### config.mk
export PLATFORM = sky130hd
export DESIGN_NAME = stage_issue
export DESIGN_NICKNAME = d
export VERILOG_FILES = /design/src/rtl/stage_issue.sv
export SDC_FILE = /design/constraint.sdc
export NUM_CORES = 1
export LEC_CHECK = 0
export ABC_CLOCK_PERIOD_IN_PS = 3800
export BUFFER_PORTS_ARGS = -buffer_cell sky130_fd_sc_hd__buf_2
export CORE_AREA = 2 2 134 136
export CTS_CLUSTER_DIAMETER = 80
export DETAILED_ROUTE_END_ITERATION = 10
export DIE_AREA = 0 0 136 138
export PLACE_DENSITY = 0.74
export SLEW_MARGIN = 20
export SYNTH_ARGS = -nofsm -noshare
export SYNTH_HDL_FRONTEND = slang
export SYNTH_SLANG_ARGS = --single-unit
### constraint.sdc
create_clock -name clk -period 3.8 [get_ports clk]
set_clock_uncertainty 0.1 [all_clocks]
set_input_delay 0.19 -clock clk [delete_from_list [all_inputs] [get_ports clk]]
set_output_delay 0.19 -clock clk [all_outputs]
set_load 0.05 [all_outputs]
### src/rtl/stage_issue.sv
// Issue stage: operand resolution with prioritised forwarding, hazard stall,
// jump-shadow discard and a single output register toward execute.
module stage_issue #(
  parameter int XLEN   = 32,
  parameter int AW     = 4,
  parameter int NFWD   = 2,
  parameter int PW     = 16,
  parameter int SHADOW = 1
) (
  input  logic              clk,
  input  logic              rst,
  input  logic [XLEN-1:0]   pc_in,
  input  logic              instr_valid,
  input  logic [AW-1:0]     src_a_addr,
  input  logic [AW-1:0]     src_b_addr,
  input  logic              src_a_used,
  input  logic              src_b_used,
  input  logic [XLEN-1:0]   rf_a_data,
  input  logic [XLEN-1:0]   rf_b_data,
  input  logic [AW-1:0]     dest_in,
  input  logic [PW-1:0]     payload_in,
  input  logic              is_jump,
  input  logic [NFWD-1:0]   fwd_valid,
  input  logic [NFWD*AW-1:0] fwd_addr,
  input  logic [NFWD*XLEN-1:0] fwd_data,
  input  logic              stall_in,
  output logic              stall,
  output logic              discard,
  output logic [XLEN-1:0]   pc,
  output logic [XLEN-1:0]   op_a,
  output logic [XLEN-1:0]   op_b,
  output logic [AW-1:0]     dest,
  output logic [PW-1:0]     payload,
  output logic              out_valid,
  output logic              jump
);

  // A zero-length shadow still needs a one-bit counter to stay legal.
  localparam int CW = (SHADOW > 0) ? $clog2(SHADOW + 1) : 1;
  localparam logic SH_EN = (SHADOW > 0);

  logic [CW-1:0]   cnt;
  logic            a_hit, a_ok, b_hit, b_ok;
  logic [XLEN-1:0] a_fwd, b_fwd;
  logic [XLEN-1:0] a_res, b_res;
  logic            hazard, cnt_zero;
  logic            accept, drop;

  // Walk ports high to low so the lowest-index match wins.
  always_comb begin
    a_hit = 1'b0;
    a_ok  = 1'b1;
    a_fwd = '0;
    b_hit = 1'b0;
    b_ok  = 1'b1;
    b_fwd = '0;
    for (int i = NFWD - 1; i >= 0; i--) begin
      if (src_a_addr != '0 &&
          fwd_addr[i*AW +: AW] == src_a_addr) begin
        a_hit = 1'b1;
        a_ok  = fwd_valid[i];
        a_fwd = fwd_data[i*XLEN +: XLEN];
      end
      if (src_b_addr != '0 &&
          fwd_addr[i*AW +: AW] == src_b_addr) begin
        b_hit = 1'b1;
        b_ok  = fwd_valid[i];
        b_fwd = fwd_data[i*XLEN +: XLEN];
      end
    end
  end

  always_comb begin
    a_res = rf_a_data;
    if (src_a_addr == '0) a_res = '0;
    else if (a_hit)       a_res = a_fwd;
    b_res = rf_b_data;
    if (src_b_addr == '0) b_res = '0;
    else if (b_hit)       b_res = b_fwd;
  end

  assign hazard   = (src_a_used & a_hit & ~a_ok) |
                    (src_b_used & b_hit & ~b_ok);
  assign cnt_zero = (cnt == '0);
  assign accept   = instr_valid & ~stall_in &
                    ~hazard & cnt_zero;
  assign drop     = instr_valid & ~stall_in & ~cnt_zero;
  assign stall    = stall_in | ~instr_valid |
                    (hazard & cnt_zero);
  assign discard  = (accept & is_jump & SH_EN) | ~cnt_zero;

  always_ff @(posedge clk or posedge rst) begin
    if (rst) begin
      cnt <= '0;
    end else if (accept & is_jump & SH_EN) begin
      cnt <= CW'(SHADOW);
    end else if (drop) begin
      cnt <= cnt - 1'b1;
    end
  end

  always_ff @(posedge clk or posedge rst) begin
    if (rst) begin
      pc        <= '0;
      op_a      <= '0;
      op_b      <= '0;
      dest      <= '0;
      payload   <= '0;
      out_valid <= 1'b0;
      jump      <= 1'b0;
    end else if (!stall_in) begin
      if (accept) begin
        pc        <= pc_in;
        op_a      <= a_res;
        op_b      <= b_res;
        dest      <= dest_in;
        payload   <= payload_in;
        out_valid <= 1'b1;
        jump      <= is_jump;
      end else begin
        dest      <= '0;
        payload   <= '0;
        out_valid <= 1'b0;
        jump      <= 1'b0;
      end
    end
  end

endmodule

# After elaboration in Yosys (flattened, before gate mapping)

Cells that the tools add are included.

Reductions and logical operators: 10
Add/sub/neg operators: 1
Muxes and demuxes: 22
Equal/unequal tests: 4
Bitwise logic cells: 20

Operators by type and width:

| operator                                 | count |
|---|---|
| 2-to-1 mux 32 bit                        | 8 |
| == test 4 bit                            | 4 |
| 2-to-1 mux 16 bit                        | 1 |
| 2-to-1 mux 1 bit                         | 12 |
| AND 1 bit                                | 10 |
| zero test 4 bit                          | 2 |
| nonzero test 4 bit                       | 2 |
| NOT 1 bit                                | 6 |
| logical AND 1 bit                        | 4 |
| 2-to-1 mux 4 bit                         | 1 |
| OR 1 bit                                 | 4 |
| AND reduction 2 bit                      | 1 |
| nonzero test 2 bit                       | 1 |
| subtractor 1 bit (second input constant) | 1 |

Output and inout bits: 120
Word-level logic and storage cells: 65
Input port bits: 205
Register bits: 119

# Logic depth before layout (Yosys ltp)

Gate-level depths: netlist of run 1.

Depth in word-level cells: 12
Depth in mapped cells: 10
Gate-level depth less buffers: 6

# Worst setup path after synthesis of run 1

No wires, ideal clock.

Path type: input-to-output
From: input port src_a_addr[1]
To: output port discard
Slack: 1104 ps
Data required time: 3510 ps
Arrival: 2406 ps
Stages on the path: 10
Path buffers: 4
Cells stage by stage: or4_1 clkbuf_1 nand3_1 or3_1 buf_2 o221ai_1 nor4_2 buf_4 buf_4 a21o_1

Word-level cells in the longest chain between the ends: 12
Elaborated cells on any way between the ends: 18
Classes of those cells: eq/ne (2); mux (4); bitwise (9); reduce/logical (3)

Ends and longest elaborated chain:

| element                                                    | line   | RTL |
|---|---|---|
| start: declaration                                         | 14     | `input logic [AW-1:0] src_a_addr,` |
| == test 4 bit / nonzero test 4 bit (equally long branches) | 59, 58 |  |
| logical AND 1 bit                                          | 58     | `if (src_a_addr != '0 &&` |
| 2-to-1 mux 1 bit (2 in series)                             | 58     |  |
| AND 1 bit / NOT 1 bit (equally long branches)              | 82     | `assign hazard = (src_a_used & a_hit & ~a_ok) \|` |
| AND 1 bit *                                                | 82     |  |
| OR 1 bit *                                                 | 82     |  |
| NOT 1 bit *                                                | 86     | `~hazard & cnt_zero;` |
| AND 1 bit *                                                | 85     | `assign accept = instr_valid & ~stall_in &` |
| AND 1 bit *                                                | 86     |  |
| AND 1 bit *                                                | 90     | `assign discard = (accept & is_jump & SH_EN) \| ~cnt_zero;` |
| OR 1 bit *                                                 | 90     |  |
| end: declaration                                           | 28     | `output logic discard,` |

Mark *: on every way between the ends. The rest lies on a longest branch, timed or not.

# Worst setup path after layout of run 1

Same ends and word-level chain as after synthesis.

==> impl_metrics.py, run 1 <==
metrics = {
    "synthesis": {
        "syn_inst": 519,
        "avgSynthCellArea_um2": 11.6,
        "synth-seq-area-share_pct": 49.6,
        "ys_types": 31,
        "yosysWarnings": 0,
        "synth_fp_nets": 724,
        "ys_seq_elements": 119,
        "syn_area_mm2": 0.00600,
    },
    "die": {
        "ios": 325,
        "core_area_mm2": 0.0175,
        "start_util_pct": 34.2,
        "rows": 49,
        "dieArea_mm2": 0.0188,
        "die_w_um": 136,
        "die_h_um": 138,
    },
    "critical_path": {
        "cpMostUsedCell": "buf_2",
        "worst_setup_path_start_kind": "input pin",
        "crit_arrival_ns": 2.78,
        "crit_type": "in -> out",
        "required_ns": 3.51,
        "crit_fanout": 42,
        "cp-end-kind": "output port",
        "rr_startpoint": "cnt$_DFFE_PP0P_",
        "crit_slowest_cell": "or4_1",
        "critical_path.cell_chain": "buf_2, or4_1, buf_4, nand3_1, or3_1, o221ai_1, nor4_4, buf_12, a21o_1, buf_2",
        "reg2reg_depth": 4,
        "cp_slowest_stage_delay_ns": 0.54,
        "worstSetupStartpoint": "src_a_addr[1]",
    },
    "clocking": {
        "path_clk_slew_ns": 0.06,
        "cts_resized": 0,
        "htreeDepth": 4,
        "numCtsBuffers": 17,
        "cts.path.max_buffers": 2,
        "cts_num_sinks": 119,
        "clk-insertion-delay-late_ns": 0.40,
        "cts-root-buf": "clkbuf_16",
        "cts_tree": "built",
    },
    "cells_and_area": {
        "fillers": 1504,
        "final_cells": 1163,
        "drive_above_1_share_pct": 48.8,
        "nets": 1126,
        "area_delta_synth_final_pct": 55.5,
    },
    "placed_design": {
        "dp_hpwl_um": 14900,
        "gp_congestion": 0.817,
        "portBuffers": 324,
        "place_inst": 1043,
    },
    "grt": {
        "grt_antenna_before_repair": 1,
        "grt_pass1_wl_um": 33300,
        "grt_max_degree": 63,
        "grt_pass1_vias": 6153,
        "grt.total_usage_pct": 23.2,
        "grt_overflow": 0,
    },
    "routing": {
        "wl_per_cell_um": 19.1,
        "drt-initial-drc-count": 259,
        "via_per_inst": 5.12,
        "drt-total-wl_um": 22200,
        "firstDrtPassIters": 8,
        "ant_nets": 0,
        "drc": 0,
        "dr_total_vias": 5955,
    },
    "power": {
        "ir_drop_v": 0.000344,
        "leakage_nw": 4.60,
        "internal-power_mw": 3.25,
        "switching_share_pct": 45.1,
        "p_switching_mw": 2.66,
        "seqPwrFrac_pct": 30.8,
        "power.density_mw_per_mm2": 633,
        "pwr-share-clk_pct": 25.6,
        "power_frac_comb_pct": 43.6,
    },
    "worst_hold_path": {
        "hold_start": "rf_b_data[25]",
        "hold_depth": 3,
        "hold_class": "in -> reg",
    },
    "outcome": {
        "status": "finished clean",
    },
    "sta": {
        "rsz0062_at_grt": "no",
        "period_needed_ns": 3.07,
        "setup_violations": 0,
        "final.period_utilization_pct": 80.7,
        "tightest_slew_ns": 0.810,
        "clock.fmax_mhz": 326,
        "slew_headroom_pct": 46.0,
        "hold_violations": 0,
        "slew_viol_final": 0,
        "fin_setup_tns_ns": 0,
    },
    "flow_run": {
        "maxCapViolations": 0,
    },
}
## Yosys cell counts
cell	count	area, um2
o221a_2	64	721
o21bai_1	1	7.51
buf_2	4	20.0
nor4_1	2	12.5
xor2_1	12	105
nand3_1	1	5.00
a21o_1	2	15.0
mux2_2	20	225
mux2i_1	64	641
nand4b_1	1	8.76
nor2_1	4	15.0
buf_6	1	11.3
or4_1	2	15.0
nand2b_1	3	18.8
mux2_1	12	135
nor4_2	1	12.5
xnor2_1	4	35.0
o21ai_0	64	320
nor3b_1	1	7.51
nor3_1	2	10.0
clkbuf_1	28	105
dfrtp_1	119	2980
and3_1	1	6.26
buf_4	9	67.6
o311ai_2	1	16.3
nand2_1	5	18.8
o311ai_1	1	8.76
o221ai_1	1	8.76
a22o_1	22	193
inv_1	65	244
or3_1	2	12.5
## critical path: cells and delay by family
kind | cells | cell delay, ns
AOI/OAI and AO/OA | 2 | 0.35
buffers and inverters | 4 | 0.88
and+or+nand+nor | 4 | 1.32
## stage by stage
| stage | util [%] | total power, mW | setup WS (ns) | instance area (um2) | hold WS (ns) |
|---|---|---|---|---|---|
| floorplan | - | 3.62 | 0.353 | 6000 | 0.218 |
| global placement | 45.0 | 4.30 | 0.756 | 7890 | 0.291 |
| finish | 53.2 | 5.91 | 0.733 | 9330 | 0.0129 |
| CTS | 53.2 | 5.94 | 0.709 | 9330 | 0.00105 |
| global route | 53.2 | 6.17 | 0.589 | 9330 | 0.0115 |
| detailed placement | 45.0 | 4.34 | 0.671 | 7890 | 0.302 |
## final cells by class
type,count,area (um2),area share (%)
Antenna cell,1,2.50,0.0268
Timing Repair Buffer,425,2650,28.4
Clock inverter,11,101,1.09
Clock buffer,20,457,4.89
Multi-Input combinational cell,293,2610,28.0
Inverter,65,246,2.64
Tap cell,229,287,3.07
Sequential cell,119,2980,31.9
## per-layer routing
layer	wire length, um	up-vias	track usage [%]
met5	0	-	0
li1	-	2717	-
met1	8710	2897	27.0
met2	11000	293	39.4
met3	1760	48	6.64
met4	731	0	10.1
## state kept, by name, indices dropped and copies added (netlist names)
| name | flops |
|---|---|
| op_b | 32 |
| pc | 32 |
| payload | 16 |
| dest | 4 |
| jump | 1 |
| cnt | 1 |
| out_valid | 1 |
| op_a | 32 |
## power by group through the flow
stage	logic (mW)	registers (mW)	clock network [mW]
after floorplan	0.544	3.07	0
after global placement	2.48	1.82	0
after detailed placement	2.51	1.82	0
after CTS	2.58	1.81	1.54
after global routing	2.71	1.86	1.61
final	2.58	1.82	1.51
## repair_timing
item / 4_1_cts / 5_1_grt
endpoints found under the hold margin: 149 / 0
buffers inserted: 0 / 0
hold buffers: 88 / 0
## path summary, 6_finish.rpt
kind                                   endpoint  slack (ns)
max                                     discard        0.73
min                        op_b[25]$_DFFE_PP0P_        0.01
max reg2reg                op_a[13]$_DFFE_PP0P_        1.90
min reg2reg                  pc[24]$_DFFE_PP0P_        0.38
max in group asynchronous    pc[25]$_DFFE_PP0P_        2.42
min in group asynchronous   op_b[0]$_DFFE_PP0P_        0.39
## cell families (layout without fill, tap and decap cells)
family / Yosys count / after routing / share of synthesized area [%]
AOI/OAI and AO/OA: 156 / 156 / 21.5
xor gates and xnor gates: 16 / 16 / 2.34
buffers and inverters: 107 / 521 / 7.47
DFF: 119 / 119 / 49.6
muxes: 96 / 96 / 16.7
other: 0 / 1 / 0
and+or+nand+nor: 25 / 25 / 2.38
## layout by cell type, fill, tap and decap left out, types with 2 or more instances in the layout
| cell | count |
|---|---|
| o311ai_4 | 2 |
| clkinv_2 | 3 |
| clkbuf_16 | 17 |
| nor2_1 | 4 |
| buf_4 | 9 |
| o221a_2 | 64 |
| xor2_1 | 12 |
| or4_1 | 2 |
| buf_12 | 4 |
| nand2_1 | 5 |
| inv_1 | 64 |
| nor4_1 | 2 |
| mux2_2 | 20 |
| a21o_1 | 2 |
| nand2b_1 | 3 |
| or3_1 | 2 |
| clkinv_4 | 2 |
| mux2_1 | 12 |
| o21ai_0 | 64 |
| clkinvlp_4 | 4 |
| clkbuf_8 | 2 |
| a22o_1 | 22 |
| mux2i_1 | 64 |
| nor3_1 | 2 |
| xnor2_1 | 4 |
| buf_2 | 324 |
| dlygate4sd3_1 | 88 |
| dfrtp_1 | 119 |
Note: power is estimated with default switching activity, not from simulation.
==> run 2, diff against run 1 <==
==> config.mk (replaced) <==
export PLATFORM = sky130hd
export DESIGN_NAME = stage_issue
export DESIGN_NICKNAME = d
export VERILOG_FILES = /design/src/rtl/stage_issue.sv
export SDC_FILE = /design/constraint.sdc
export NUM_CORES = 1
export LEC_CHECK = 0
export ABC_AREA = 1
export ABC_CLOCK_PERIOD_IN_PS = 3100
export BUFFER_PORTS_ARGS = -buffer_cell sky130_fd_sc_hd__buf_2
export CORE_AREA = 2 2 143 145
export CTS_CLUSTER_DIAMETER = 80
export DETAILED_ROUTE_END_ITERATION = 10
export DIE_AREA = 0 0 145 147
export PLACE_DENSITY = 0.72
export SLEW_MARGIN = 20
export SYNTH_ARGS = -nofsm -noshare
export SYNTH_HDL_FRONTEND = slang
export SYNTH_SLANG_ARGS = --single-unit
==> constraint.sdc (replaced) <==
create_clock -name clk -period 3.1 [get_ports clk]
set_clock_uncertainty 0.1 [all_clocks]
set_input_delay 0.155 -clock clk [delete_from_list [all_inputs] [get_ports clk]]
set_output_delay 0.155 -clock clk [all_outputs]
set_load 0.05 [all_outputs]
==> run 2 against run 1 <==
Compared with the run above:
- area after synthesis rose by 14%
- power up 22%
- routed wire length grew 16%
- flip-flop and latch count unchanged
- sequential power increased by 17%
- sequential share of layout area shrank 1.8 points
==> impl_metrics.py, run 2 <==
metrics = {
    "power": {
        "ir_drop_v": 0.000312,
        "leakage_nw": 5.65,
        "power.density_mw_per_mm2": 728,
    },
    "sta": {
        "period_needed_ns": 2.39,
        "slew_headroom_pct": 55.2,
        "worst_slack_ns": 0.709,
        "clock.fmax_mhz": 418,
        "tightest_slew_ns": 0.672,
        "fin_setup_tns_ns": 0,
        "final.period_utilization_pct": 77.1,
        "rsz0062_at_grt": "no",
        "hold_violations": 0,
        "setup_violations": 0,
        "slew_viol_final": 0,
    },
    "cells_and_area": {
        "final_common_cell": "nand2_1",
        "reg.largest.list": "op_a (32), op_b (32), pc (32)",
        "drive_above_1_share_pct": 29.4,
        "nets": 1557,
        "layout_common_cells": "nand2_1 (346), buf_2 (324), nor2_1 (134)",
        "area_delta_synth_final_pct": 44.9,
    },
    "clocking": {
        "cts_num_sinks": 119,
        "cts_tree": "built",
        "clk-insertion-delay-late_ns": 0.40,
        "path_clk_slew_ns": 0.06,
        "cts-root-buf": "clkbuf_16",
        "numCtsBuffers": 17,
        "htreeDepth": 4,
        "cts_setup_buffers": 0,
        "cts.path.max_buffers": 2,
    },
    "synthesis": {
        "synth_area_leaders": "dfrtp_1 (44%), nand2_1 (19%), o21ai_0 (9.2%)",
        "ys_async_sr_fraction_pct": 100,
        "synth_most_common_cell": "nand2_1",
        "synthTopCellsByCount": "nand2_1 (346), nor2_1 (134), o21ai_0 (126), dfrtp_1 (119), nand3_1 (91)",
        "synth_ff_type": "dfrtp_1",
        "avgSynthCellArea_um2": 6.80,
        "synth_fp_nets": 1208,
        "yosysTopAreaCellShare_pct": 43.6,
        "syn_inst": 1003,
        "synth_edf_count": 0,
        "yosysWarnings": 0,
        "ys_types": 22,
        "synth-seq-area-share_pct": 43.6,
        "yosys.area.top_type": "dfrtp_1",
        "ys_seq_elements": 119,
        "syn_area_mm2": 0.00682,
    },
    "die": {
        "die_h_um": 147,
        "core_area_mm2": 0.0198,
        "ios": 325,
        "start_util_pct": 34.4,
        "rows": 52,
        "dieArea_mm2": 0.0213,
        "die_w_um": 145,
    },
    "routing": {
        "drt-total-wl_um": 25700,
        "via_per_inst": 4.91,
        "wl_per_cell_um": 15.7,
        "firstDrtPassIters": 5,
        "drc": 0,
        "dr_total_vias": 8049,
        "drt-initial-drc-count": 444,
        "ant_nets": 0,
    },
    "grt": {
        "grt_pass1_wl_um": 40400,
        "grt.total_usage_pct": 23.9,
        "grt_max_degree": 73,
        "grt_pass1_vias": 7787,
        "grt_antenna_before_repair": 2,
        "grt_overflow": 0,
    },
    "critical_path": {
        "r2r_setup_slack_ns": 1.43,
        "crit_fanout": 35,
        "crit_arrival_ns": 2.14,
        "worst_setup_path_start_kind": "input pin",
        "cp-end-kind": "output port",
        "required_ns": 2.84,
        "crit_type": "in -> out",
    },
    "placed_design": {
        "dp_hpwl_um": 18000,
        "gp_congestion": 0.892,
        "pre_cts_ws_ns": 0.724,
        "portBuffers": 324,
    },
    "flow_run": {
        "maxCapViolations": 0,
    },
    "outcome": {
        "status": "finished clean",
    },
    "worst_hold_path": {
        "hold_class": "in -> reg",
    },
}
## run 2: power breakdown
group / switching, mW / internal (mW)
sequential: 0.207 / 1.93
combinational: 2.23 / 0.709
clock: 0.807 / 1.31
total: 3.25 / 3.95
## run 2: path summary, 6_finish.rpt
check	startpoint	end	depth (start not counted)
setup / recovery	src_b_addr[2]	stall	12
hold / removal	rf_b_data[31]	op_b[31]$_DFFE_PP0P_	5
setup reg to reg	cnt$_DFFE_PP0P_	op_b[11]$_DFFE_PP0P_	4
hold reg to reg	pc[3]$_DFFE_PP0P_	pc[3]$_DFFE_PP0P_	2
max in group asynchronous	rst	op_a[25]$_DFFE_PP0P_	4
min in group asynchronous	rst	pc[14]$_DFFE_PP0P_	3
## run 2: layout make-up
class	count	area [um2]
Fill cell	1925	9960
Antenna cell	3	7.51
Multi-Input combinational cell	752	3290
Inverter	60	231
Sequential cell	119	2980
Clock buffer	18	439
Tap cell	270	338
Timing Repair Buffer	402	2410
Clock inverter	14	189
## run 2: per-stage QoR
step	area, um2	std cells	util [%]	total power [mW]	hold slack [ns]
finish	9880	1638	49.8	7.19	0.0361
global route	9880	1637	49.8	7.55	0.0538
CTS	9880	1635	49.8	7.26	0.00133
detailed placement	8690	1547	43.8	5.03	0.0380
global placement	8690	1547	43.8	5.00	0.0320
floorplan	6830	1003	-	4.21	0.168
## run 2: logic make-up after synthesis
group	count (synthesis)	share of synthesized area, %
AND/OR/NAND/NOR	619	38.0
buffers and inverters	132	8.36
flip-flops	119	43.6
XOR/XNOR	4	0.513
AO/OA/AOI/OAI	129	9.50
## run 2: critical path: stages
cell     delay, ns
buf_2         0.11
inv_2         0.06
nand4_4       0.09
buf_4         0.36
nand3_1       0.17
o21ai_0       0.23
nand2_1       0.10
nand2_1       0.11
nor2_4        0.07
buf_4         0.22
a21oi_1       0.15
buf_2         0.29
## run 2: metal layers
metal | vias to the layer above | GRT usage [%] | wire length (um)
met5 | - | 0 | 0
met1 | 3647 | 30.5 | 10700
met3 | 53 | 5.68 | 2130
met2 | 427 | 38.8 | 12000
met4 | 0 | 10.4 | 833
li1 | 3922 | - | -
## run 2: timing repair
| item | in CTS | in global routing |
|---|---|---|
| hold buffers | 56 | 0 |
| gates resized for setup | 0 | 0 |
| hold endpoints to repair | 92 | 0 |
